--- src/rtl/bcd_conv_scheduler.sv ---
// bcd_conv_scheduler: one shared double-dabble converter, round-robin
// between score and combo channels, each producing packed 4-digit BCD.
// Ports: clock, rst (async high), score/combo (binary in), refresh,
//   score_bcd/combo_bcd (BCD out), score_valid/combo_valid (update
//   pulses), busy (converter in use), active_ch (0=score, 1=combo).
module bcd_conv_scheduler #(
  parameter int WIDTH  = 10,
  parameter int DIGITS = 4
) (
  input  logic                  clock,
  input  logic                  rst,
  input  logic [WIDTH-1:0]      score,
  input  logic [WIDTH-1:0]      combo,
  input  logic                  refresh,
  output logic [4*DIGITS-1:0]   score_bcd,
  output logic [4*DIGITS-1:0]   combo_bcd,
  output logic                  score_valid,
  output logic                  combo_valid,
  output logic                  busy,
  output logic                  active_ch
);

  localparam int BW = 4 * DIGITS;
  localparam int CW = $clog2(WIDTH + 1);

  typedef enum logic [1:0] {
    IDLE,
    CONV,
    DONE
  } state_t;

  state_t           state;
  logic [WIDTH-1:0] last_score;
  logic [WIDTH-1:0] last_combo;
  logic             pend_s;
  logic             pend_c;
  logic             last_grant;
  logic [WIDTH-1:0] operand;
  logic [BW-1:0]    bcd_acc;
  logic [BW-1:0]    adj;
  logic [CW-1:0]    bit_cnt;

  logic mis_s;
  logic mis_c;
  logic req_s;
  logic req_c;
  logic grant_s;
  logic grant_c;

  assign mis_s = (score != last_score);
  assign mis_c = (combo != last_combo);
  assign req_s = pend_s | mis_s;
  assign req_c = pend_c | mis_c;

  // On a tie the channel not served last wins.
  assign grant_s = (state == IDLE) & req_s
                 & (~req_c | last_grant);
  assign grant_c = (state == IDLE) & req_c
                 & (~req_s | ~last_grant);

  // Add-3 correction on every nibble that is 5 or more.
  always_comb begin
    adj = bcd_acc;
    for (int d = 0; d < DIGITS; d++) begin
      if (bcd_acc[4*d +: 4] >= 4'd5)
        adj[4*d +: 4] = bcd_acc[4*d +: 4] + 4'd3;
    end
  end

  always_ff @(posedge clock or posedge rst) begin
    if (rst) begin
      state       <= IDLE;
      last_score  <= '0;
      last_combo  <= '0;
      pend_s      <= 1'b0;
      pend_c      <= 1'b0;
      last_grant  <= 1'b1;
      operand     <= '0;
      bcd_acc     <= '0;
      bit_cnt     <= '0;
      score_bcd   <= '0;
      combo_bcd   <= '0;
      score_valid <= 1'b0;
      combo_valid <= 1'b0;
      busy        <= 1'b0;
      active_ch   <= 1'b0;
    end else begin
      score_valid <= 1'b0;
      combo_valid <= 1'b0;

      // A mismatch on the grant edge is consumed by the capture itself;
      // refresh on that edge still re-arms the flag.
      pend_s <= refresh | (mis_s & ~grant_s) | (pend_s & ~grant_s);
      pend_c <= refresh | (mis_c & ~grant_c) | (pend_c & ~grant_c);

      unique case (state)
        IDLE: begin
          if (grant_s | grant_c) begin
            if (grant_c) begin
              operand    <= combo;
              last_combo <= combo;
            end else begin
              operand    <= score;
              last_score <= score;
            end
            bcd_acc    <= '0;
            bit_cnt    <= '0;
            active_ch  <= grant_c;
            last_grant <= grant_c;
            busy       <= 1'b1;
            state      <= CONV;
          end
        end
        CONV: begin
          bcd_acc <= {adj[BW-2:0], operand[WIDTH-1]};
          operand <= {operand[WIDTH-2:0], 1'b0};
          bit_cnt <= bit_cnt + 1'b1;
          if (bit_cnt == CW'(WIDTH - 1))
            state <= DONE;
        end
        DONE: begin
          if (active_ch) begin
            combo_bcd   <= bcd_acc;
            combo_valid <= 1'b1;
          end else begin
            score_bcd   <= bcd_acc;
            score_valid <= 1'b1;
          end
          busy  <= 1'b0;
          state <= IDLE;
        end
        default: state <= IDLE;
      endcase
    end
  end

endmodule

--- config.mk ---
export PLATFORM = sky130hd
export DESIGN_NAME = bcd_conv_scheduler
export DESIGN_NICKNAME = d
export VERILOG_FILES = /design/src/rtl/bcd_conv_scheduler.sv
export SDC_FILE = /design/constraint.sdc
export NUM_CORES = 1
export LEC_CHECK = 0
export ABC_AREA = 1
export CAP_MARGIN = 0
export CORE_MARGIN = 2
export CORE_UTILIZATION = 45
export DETAILED_ROUTE_END_ITERATION = 12
export DONT_BUFFER_PORTS = 1
export PLACE_DENSITY_LB_ADDON = 0.3
export SETUP_SLACK_MARGIN = 0.3
export SYNTH_ARGS = -nofsm -noshare
export SYNTH_HDL_FRONTEND = slang
export SYNTH_SLANG_ARGS = --single-unit
--- constraint.sdc ---
create_clock -name clock -period 2.67 [get_ports clock]
set_clock_uncertainty 0.15 [all_clocks]
set_input_delay 0.267 -clock clock [delete_from_list [all_inputs] [get_ports clock]]
set_output_delay 0.267 -clock clock [all_outputs]
set_load 0.1 [all_outputs]
; After elaboration in Yosys (flattened, before gate mapping)
; Cells that the tools add are included.
[totals]
regBits = 91
in_bits = 23
out_inout_bits = 36
[op_classes]
addsub = 5
magnitude_cmp = 4
eq_ne = 7
muxes = 20
bitwise_logic = 23
n_reduce_logical = 11
[op_table]
columns = cell, n
row1 = case mux 16 bit (2 select lines), 1
row2 = 2-to-1 mux 10 bit, 2
row3 = inequality test 10 bit, 2
row4 = case mux 10 bit (2 select lines), 1
row5 = "greater-or-equal comparator 4 x 3 -> 1 bit, second input constant", 4
row6 = 2-to-1 mux 16 bit, 1
row7 = 2-to-1 mux 4 bit, 4
row8 = "adder 4 x 2 -> 4 bit, second input constant", 3
row9 = AND reduction 2 bit, 6
row10 = bitwise OR 1 bit, 9
row11 = bitwise AND 1 bit, 8
row12 = case mux 4 bit (2 select lines), 1
row13 = inverter 1 bit, 6
row14 = AND reduction 3 bit, 2
row15 = 2-to-1 mux 1 bit, 5
row16 = "adder 4 x 1 -> 4 bit, second input constant", 1
row17 = "== test 4 bit, second input constant", 1
row18 = 2-to-1 mux 2 bit, 2
row19 = case mux 2 bit (2 select lines), 1
row20 = nonzero test 2 bit, 2
row21 = "adder 3 x 2 -> 3 bit, second input constant", 1
row22 = 2-to-1 mux 3 bit, 1
row23 = "== test 2 x 1 -> 1 bit, second input constant", 1
row24 = "== test 2 bit, second input constant", 1
row25 = other kinds (4), 4

; Logic depth before layout (Yosys ltp)
; Gate-level depths: netlist of the first run.
[depth]
word_depth = 9
depth_mapped = 16
mapped_depth_nobuf = 15

; Least setup slack after synthesis of the first run
; No wires, ideal clock.
[synth_path]
kind = reg-to-reg
from = register active_ch
to = register combo_bcd[10]
arrival_ns = 1.604
path_slack_ns = 0.785
stages_incl_launch_ff = 7
path_buffers = 1
cell_sequence = dfrtp_1 inv_1 nor2_1 inv_1 clkbuf_1 nand2_1 o21ai_0
[synth_via]
elab_chain_cells = 1
[synth_rtl]
columns = item, line
row1 = from (decl), 20  ; output logic active_ch
row2 = from (signal assigned), 108  ; active_ch <= grant_c;
row3 = AND reduction 2 bit (no source line), -
row4 = to (signal assigned), 82  ; combo_bcd <= '0;
row5 = to (signal assigned), 123  ; combo_bcd <= bcd_acc;
row6 = to (decl), 16  ; output logic [4*DIGITS-1:0] combo_bcd,
; No other way between the ends.
; A chain may end at the register's enable or synchronous reset.

; Worst setup path in the final report of the first run
[layout_path]
from = register last_combo[3]
to = register bcd_acc[5]
[layout_via]
elab_chain_cells = 8
[layout_rtl]
columns = item, line
row1 = from (decl), 34  ; logic [WIDTH-1:0] last_combo;
row2 = from (signal assigned), 101  ; last_combo <= combo;
row3 = inequality test 10 bit *, 51  ; assign mis_c = (combo != last_combo);
row4 = bitwise OR 1 bit *, 53  ; assign req_c = pend_c | mis_c;
row5 = inverter 1 bit, 57  ; & (~req_c | last_grant);
row6 = bitwise OR 1 bit, 57
row7 = bitwise AND 1 bit, 57
row8 = bitwise OR 1 bit *, 98  ; if (grant_s | grant_c) begin
row9 = inequality test 2 x 1 -> 1 bit (no source line) *, -
row10 = AND reduction 2 bit (no source line) *, -
row11 = to (signal assigned), 115  ; bcd_acc <= {adj[BW-2:0], operand[WIDTH-1]};
row12 = to (decl), 39  ; logic [BW-1:0] bcd_acc;
; Every way passes the cells marked *; elsewhere a longest branch is shown, timed or not.

==> impl_results.md, run 1 <==
- Status: finished clean
- Antenna diodes: 0
- First-pass GRT wire length: 15900 µm
- Post_cts resized: 0
- Final WS setup: 502 ps
- CTS tree: yes
- Max Clk Rate: 0.461 GHz
- Core area: 9330 µm²
- Switching power share of the total: 48.1%
- Setup crit end kind: flop
- Cells after Synth: 536
- Area grow syn2layout: 13.2%
- Gr ovfl total: 0
- Slew @ Worst Pin: 917 ps
- CTS Buffer Depth: 2
- Crit path max fanout: 28
- Syn nets: 569
- DRT iter0 DRCs: 174
- # Post-CTS Setup Buffers: 0
- Reg2reg setup slack: 500 ps
- Clock transition at path regs: 90 ps
- Worst setup SP type: flop
- Largest net degree at the start of global routing: 38
- Nets@finish: 593
- Worst vdd ir: 0.492 mV
- Distinct cell type count after synthesis: 29
- Rows: 35
- Yosys warns: 0
- Clk sinks: 91
- DRT antenna net count: 0
- Crit path DAT: 2250 ps
- Num CTS Buffers: 9
- Die W: 102 µm
- Drt pass-1 iters: 4
- Total power density per cell area: 818 nW/µm²
- Die height: 102 µm
- Hold-fix buffers, CTS: 22
- Most common cell after layout, fill and taps aside: nand2_1
- Final HPWL from detailed placement: 6420 µm
- DRC: 0
- CP required: 2750 ps
- Period utilisation layout: 81.2%
- Slew margin rel.: 38.9%
- Starting Density: 46.6%
- Internal Power: 2.09 mW
- RSZ-0062 raised after global routing: no
- Endpoints failing hold: 0
- Ratio of cells with drive above 1 in the final layout: 6.37%
- RD Place Congestion: 0.870
- LEAKAGE: 2.48 nW
- H-tree depth: 3
- Net Switching: 1.94 mW
- Synthesized flop and latch total: 91
- IO Pins: 59
- Mapped cell area: 4350 µm²
- Hold Path Class: in2reg
- Endpoints failing setup: 0
- Via count: 3523
- Setup WS pre-CTS: 579 ps
- Vias/cell: 5.08
- Logic pwr share: 6.5%
- Initial antenna violation count: 0
- Most frequent cells in the layout: nand2_1 (185), dfrtp_1 (90), o21ai_0 (75), inv_1 (66), nand3_1 (35)
- Seq pwr share: 70.0%
- Setup TNS: 0 ps
- Crit Path Class: reg2reg
- Total track usage: 19.4%
- Port Buffers: 0
- Min Tclk post-route: 2170 ps
- Routed len/inst: 13.6 µm
- Clk root buf: clkbuf_8
- Die area: 10500 µm²
- Final Max Slew Viols: 0
- Register area share after synthesis: 52.4%
- Syn Area/Cell: 8.11 µm²
- Maxcap violations: 0
- Clk pwr share: 23.6%
- Number of global-route vias before repair: 3457
- Filler Cells Inserted: 853
- Final wirelength: 9420 µm
- Skew-Pair Late Insertion Delay: 360 ps
synthesized netlist by cell type:
| cell type | instances | share of area (%) |
|---|---|---|
| inv_4 | 1 | 0.14 |
| nand3_2 | 1 | 0.23 |
| nor2_1 | 16 | 1.4 |
| o21ai_1 | 4 | 0.46 |
| clkinv_1 | 2 | 0.17 |
| nor3_2 | 1 | 0.23 |
| dfstp_2 | 1 | 0.60 |
| inv_2 | 1 | 0.086 |
| buf_6 | 2 | 0.52 |
| nand4_1 | 5 | 0.72 |
| buf_2 | 2 | 0.23 |
| dfrtp_1 | 90 | 52 |
| o21ai_0 | 75 | 8.6 |
| clkbuf_1 | 12 | 1.0 |
| a21oi_1 | 4 | 0.46 |
| nor2_2 | 1 | 0.14 |
| inv_1 | 67 | 5.8 |
| nand2_1 | 185 | 16 |
| a21oi_4 | 1 | 0.37 |
| nand3_4 | 1 | 0.40 |
| ha_1 | 10 | 2.9 |
| nand2_2 | 1 | 0.14 |
| xnor2_1 | 2 | 0.40 |
| o211ai_1 | 1 | 0.17 |
| o22ai_1 | 8 | 1.2 |
| nand3_1 | 35 | 4.0 |
| nand2_4 | 3 | 0.78 |
| nand2_8 | 1 | 0.46 |
| xor2_1 | 3 | 0.60 |
area by class of cell:
type                            instances  area, µm²  area share, %
Sequential cell                        91       2280           46.3
Multi-Input combinational cell        358       1720           35.0
Timing Repair Buffer                   29        285           5.80
Tap cell                              129        161           3.28
Inverter                               71        273           5.54
Clock buffer                           10        128           2.59
Clock inverter                          6       71.3           1.45
cells by family (layout without fill, tap and decap cells):
family / after synthesis / in the layout / synth area share [%]
XOR/XNOR: 5 / 5 / 1.01
AO/OA/AOI/OAI: 93 / 93 / 11.3
adder cells (fa/ha/maj): 10 / 10 / 2.88
AND/OR/NAND/NOR: 250 / 250 / 24.5
flip-flops: 91 / 91 / 52.4
buffers and inverters: 87 / 116 / 7.97
registers in the layout, summed over array words and instances (netlist names), 2 cells and up:
signal / cells
last_score: 10
operand: 10
combo_bcd: 16
bit_cnt: 4
state: 2
last_combo: 10
bcd_acc: 16
score_bcd: 16
power by group through the flow:
| stage | Sequential [mW] | Clock [mW] | Combinational, mW |
|---|---|---|---|
| after CTS | 2.82 | 0.972 | 0.264 |
| after global routing | 2.84 | 1.03 | 0.310 |
| after global placement | 2.84 | 0 | 0.228 |
| after floorplan | 2.81 | 0 | 0.193 |
| final | 2.82 | 0.948 | 0.261 |
| after detailed placement | 2.85 | 0 | 0.236 |
final timing paths:
| kind | from | to | depth (start not counted) |
|---|---|---|---|
| min in group asynchronous | rst | combo_valid$_DFF_PP0_ | 2 |
| worst max-delay path | last_combo[3]$_DFFE_PP0P_ | bcd_acc[5]$_DFFE_PP0P_ | 13 |
| max in group asynchronous | rst | combo_bcd[9]$_DFFE_PP0P_ | 3 |
| worst min-delay path | score[0] | operand[0]$_DFFE_PP0P_ | 4 |
| worst min register to register | operand[9]$_DFFE_PP0P_ | bcd_acc[0]$_DFFE_PP0P_ | 2 |
| worst max register to register | last_combo[3]$_DFFE_PP0P_ | bcd_acc[5]$_DFFE_PP0P_ | 13 |
critical path, cell delays in order (launching register included):
cell	delay, ps
dfrtp_1	390
inv_1	70
nand2_1	80
nand2_1	50
nor2_1	100
nand2_1	80
nor2_2	170
nand2_1	110
nand2_2	100
nand3_4	190
nand2_4	150
inv_4	100
nand2_8	170
o21ai_0	130
layer usage:
layer / global-route usage [%] / share of wire, %
met1: 25.8 / 45
met2: 30.7 / 48
met3: 3.76 / 4.9
met4: 9.33 / 1.6
met5: 0 / 0
through the flow:
stage / hold slack (ps) / cell area [µm²] / total power, mW / cells / utilization, %
3_3_place_gp: 169 / 4500 / 3.07 / 656 / 48.2
5_1_grt: 69.1 / 4920 / 4.18 / 694 / 52.7
6_report: 28.9 / 4920 / 4.03 / 694 / 52.7
4_1_cts: 8.37 / 4920 / 4.06 / 694 / 52.7
2_1_floorplan: 227 / 4350 / 3.00 / 536 / -
3_5_place_dp: 176 / 4500 / 3.09 / 656 / 48.2
Power figures use the tool's default switching activity.
==> run 2: changes to the inputs <==
==> constraint.sdc (replaced) <==
create_clock -name clock -period 1.9 [get_ports clock]
set_clock_uncertainty 0.15 [all_clocks]
set_input_delay 0.19 -clock clock [delete_from_list [all_inputs] [get_ports clock]]
set_output_delay 0.19 -clock clock [all_outputs]
set_load 0.1 [all_outputs]
==> impl_results.md, run 2 (same netlist as run 1, synthesis figures left out) <==
- Status: finished clean
- Most common cell after layout, fill and taps aside: nand2_1
- Clock transition at path regs: 90 ps (about the same)
- Crit path max fanout: 14 (-50%)
- Most frequent cells in the layout: nand2_1 (164), dfrtp_1 (89), inv_1 (59), buf_4 (55), o21ai_0 (49)
- CTS tree: yes
- Worst-path cell chain: inv_1 > nand2_1 > nand2_1 > nor2_2 > nand2_2 > nor2_4 > nand2_2 > nand2_2 > nand3_4 > nand2_4 > clkinv_8 > nand2_8 > o22ai_1
- Die W: 102 µm (unchanged)
- DRC: 0 (unchanged)
- Via count: 3882 (+10%)
- Drt pass-1 iters: 5 (+1)
- Gr ovfl total: 0 (unchanged)
- Rows: 35 (unchanged)
- WP buf/inv: 2 (unchanged)
- Crit Path Class: reg2reg
- Die height: 102 µm (unchanged)
- Worst setup SP type: flop
- Area grow syn2layout: 31.1%
- Total power density per cell area: 1060 nW/µm² (+30%)
- Slew @ Worst Pin: 456 ps (-461 ps)
- Nets@finish: 659 (+11%)
- DRT iter0 DRCs: 185 (+6.3%)
- Met3 usage: 4.79% (+1.0 points)
- Skew-Pair Late Insertion Delay: 350 ps (about the same)
- Vias/cell: 5.11 (+0.62%)
- Post-Route Utilization: 61.1% (+8.3 points)
- Met1 usage: 27.0% (+1.2 points)
- RD Place Congestion: 0.879 (+0.97%)
- Worst vdd ir: 0.894 mV (+82%)
- Crit-path max cell delay: 350 ps (-40 ps)
- Period utilisation layout: 99.3% (+18 points)
- Crit path DAT: 1970 ps (-280 ps)
- Initial antenna violation count: 0 (unchanged)
- RSZ-0062 raised after global routing: yes
- Crit-path most repeated cell: nand2_2
- Final HPWL from detailed placement: 6580 µm (+2.6%)
- Die area: 10500 µm² (unchanged)
- CP delay by family, top: simple AND/OR/NAND/NOR gates
- Final Non-Filler Cells: 760 (+9.5%)
- Endpoints failing setup: 0 (unchanged)
- Routed len/inst: 14.2 µm (+5.0%)
- Slew margin rel.: 69.6% (+31 points)
- IO Pins: 59 (unchanged)
- Met2 Usage GRT: 34.5% (+3.7 points)
- First-pass GRT wire length: 17200 µm (+8.3%)
- Total track usage: 20.9% (+1.5 points)
- DRT antenna net count: 0 (unchanged)
- Largest net degree at the start of global routing: 53 (+39%)
- CP required: 1980 ps (-770 ps)
- Hold slack: 19.9 ps (-8.99 ps)
- H-tree depth: 3 (unchanged)
- Port Buffers: 0 (unchanged)
- Clk sinks: 91 (unchanged)
- Final Max Slew Viols: 0 (unchanged)
- Starting Density: 46.6% (unchanged)
- Global route hottest layer: met2
- Hold Path Class: in2reg
- CTS Buffer Depth: 2 (unchanged)
- Num CTS Buffers: 9 (unchanged)
- Number of global-route vias before repair: 3782 (+9.4%)
- Endpoints failing hold: 0 (unchanged)
- Slowest CP cell: dfrtp_1
- Min Tclk post-route: 1890 ps (-281 ps)
- Antenna diodes: 0 (unchanged)
- Setup TNS: 0 ps (unchanged)
- Clk root buf: clkbuf_8
- Ratio of cells with drive above 1 in the final layout: 25.2% (+19 points)
- Power Total: 6.04 mW (+50%)
- Final wirelength: 10800 µm (+15%)
- Maxcap violations: 0 (unchanged)
- Max Clk Rate: 0.530 GHz (+15%)
- Top flop regs: bcd_acc x16, combo_bcd x16, score_bcd x16
- Setup crit end kind: flop
- Core area: 9330 µm² (unchanged)
- LEAKAGE: 2.83 nW (+14%)
- Filler Cells Inserted: 744 (-13%)
- Placed instance count: 698 (+6.4%)
run 2: per-stage QoR:
| step | instance area, µm² | worst slack [ps] |
|---|---|---|
| 3_3_place_gp | 4830 | 35.6 |
| 3_5_place_dp | 4830 | -17.3 |
| 6_report | 5700 | 12.5 |
| 4_1_cts | 5500 | 60.8 |
| 5_1_grt | 5700 | -89.7 |
| 2_1_floorplan | 4370 | 169 |
run 2: power by group:
group	internal, mW	leakage, nW	switching (mW)
registers	2.18	1.13	0.0868
clock network	0.612	0.0966	0.712
logic	0.455	1.60	1.99
run 2: tightest hold or removal path, delay by kind of cell:
family,cells,cell delay [ps]
simple gates,6,320
run 2: repair_timing:
action                     CTS  global route
gates resized for setup     42            70
setup buffers               16             3
setup endpoints to repair   70            69
hold buffers                23             0
pin swaps                    8             6
cloned                       4             0
hold endpoints to repair   117             0
run 2: per-layer routing:
layer | vias up | routed length [µm]
met5 | - | 0
met4 | 0 | 233
met3 | 26 | 472
met2 | 100 | 5410
met1 | 1869 | 4710
li1 | 1887 | -
run 2: area by class of cell:
class / count / area, µm² / share of cell area (%)
clock buffers: 10 / 128 / 2.24
clock inverters: 6 / 65.1 / 1.14
inverters: 71 / 297 / 5.20
multi-input cells: 359 / 1940 / 34.1
flip-flops and latches: 91 / 2280 / 40.0
well taps: 129 / 161 / 2.83
repair buffers: 92 / 813 / 14.3
repair inverters: 2 / 13.8 / 0.242
run 2: path summary, 6_finish.rpt:
kind,to,slack (ps),cells after the start,start
setup / recovery,bit_cnt[1]$_DFFE_PP0P_,10,13,last_combo[6]$_DFFE_PP0P_
hold / removal,operand[1]$_DFFE_PP0P_,20,6,score[1]
setup reg to reg,bit_cnt[1]$_DFFE_PP0P_,10,13,last_combo[6]$_DFFE_PP0P_
hold reg to reg,score_bcd[13]$_DFFE_PP0P_,340,2,score_bcd[13]$_DFFE_PP0P_
max in group asynchronous,operand[0]$_DFFE_PP0P_,780,3,rst
min in group asynchronous,last_score[5]$_DFFE_PP0P_,180,2,rst
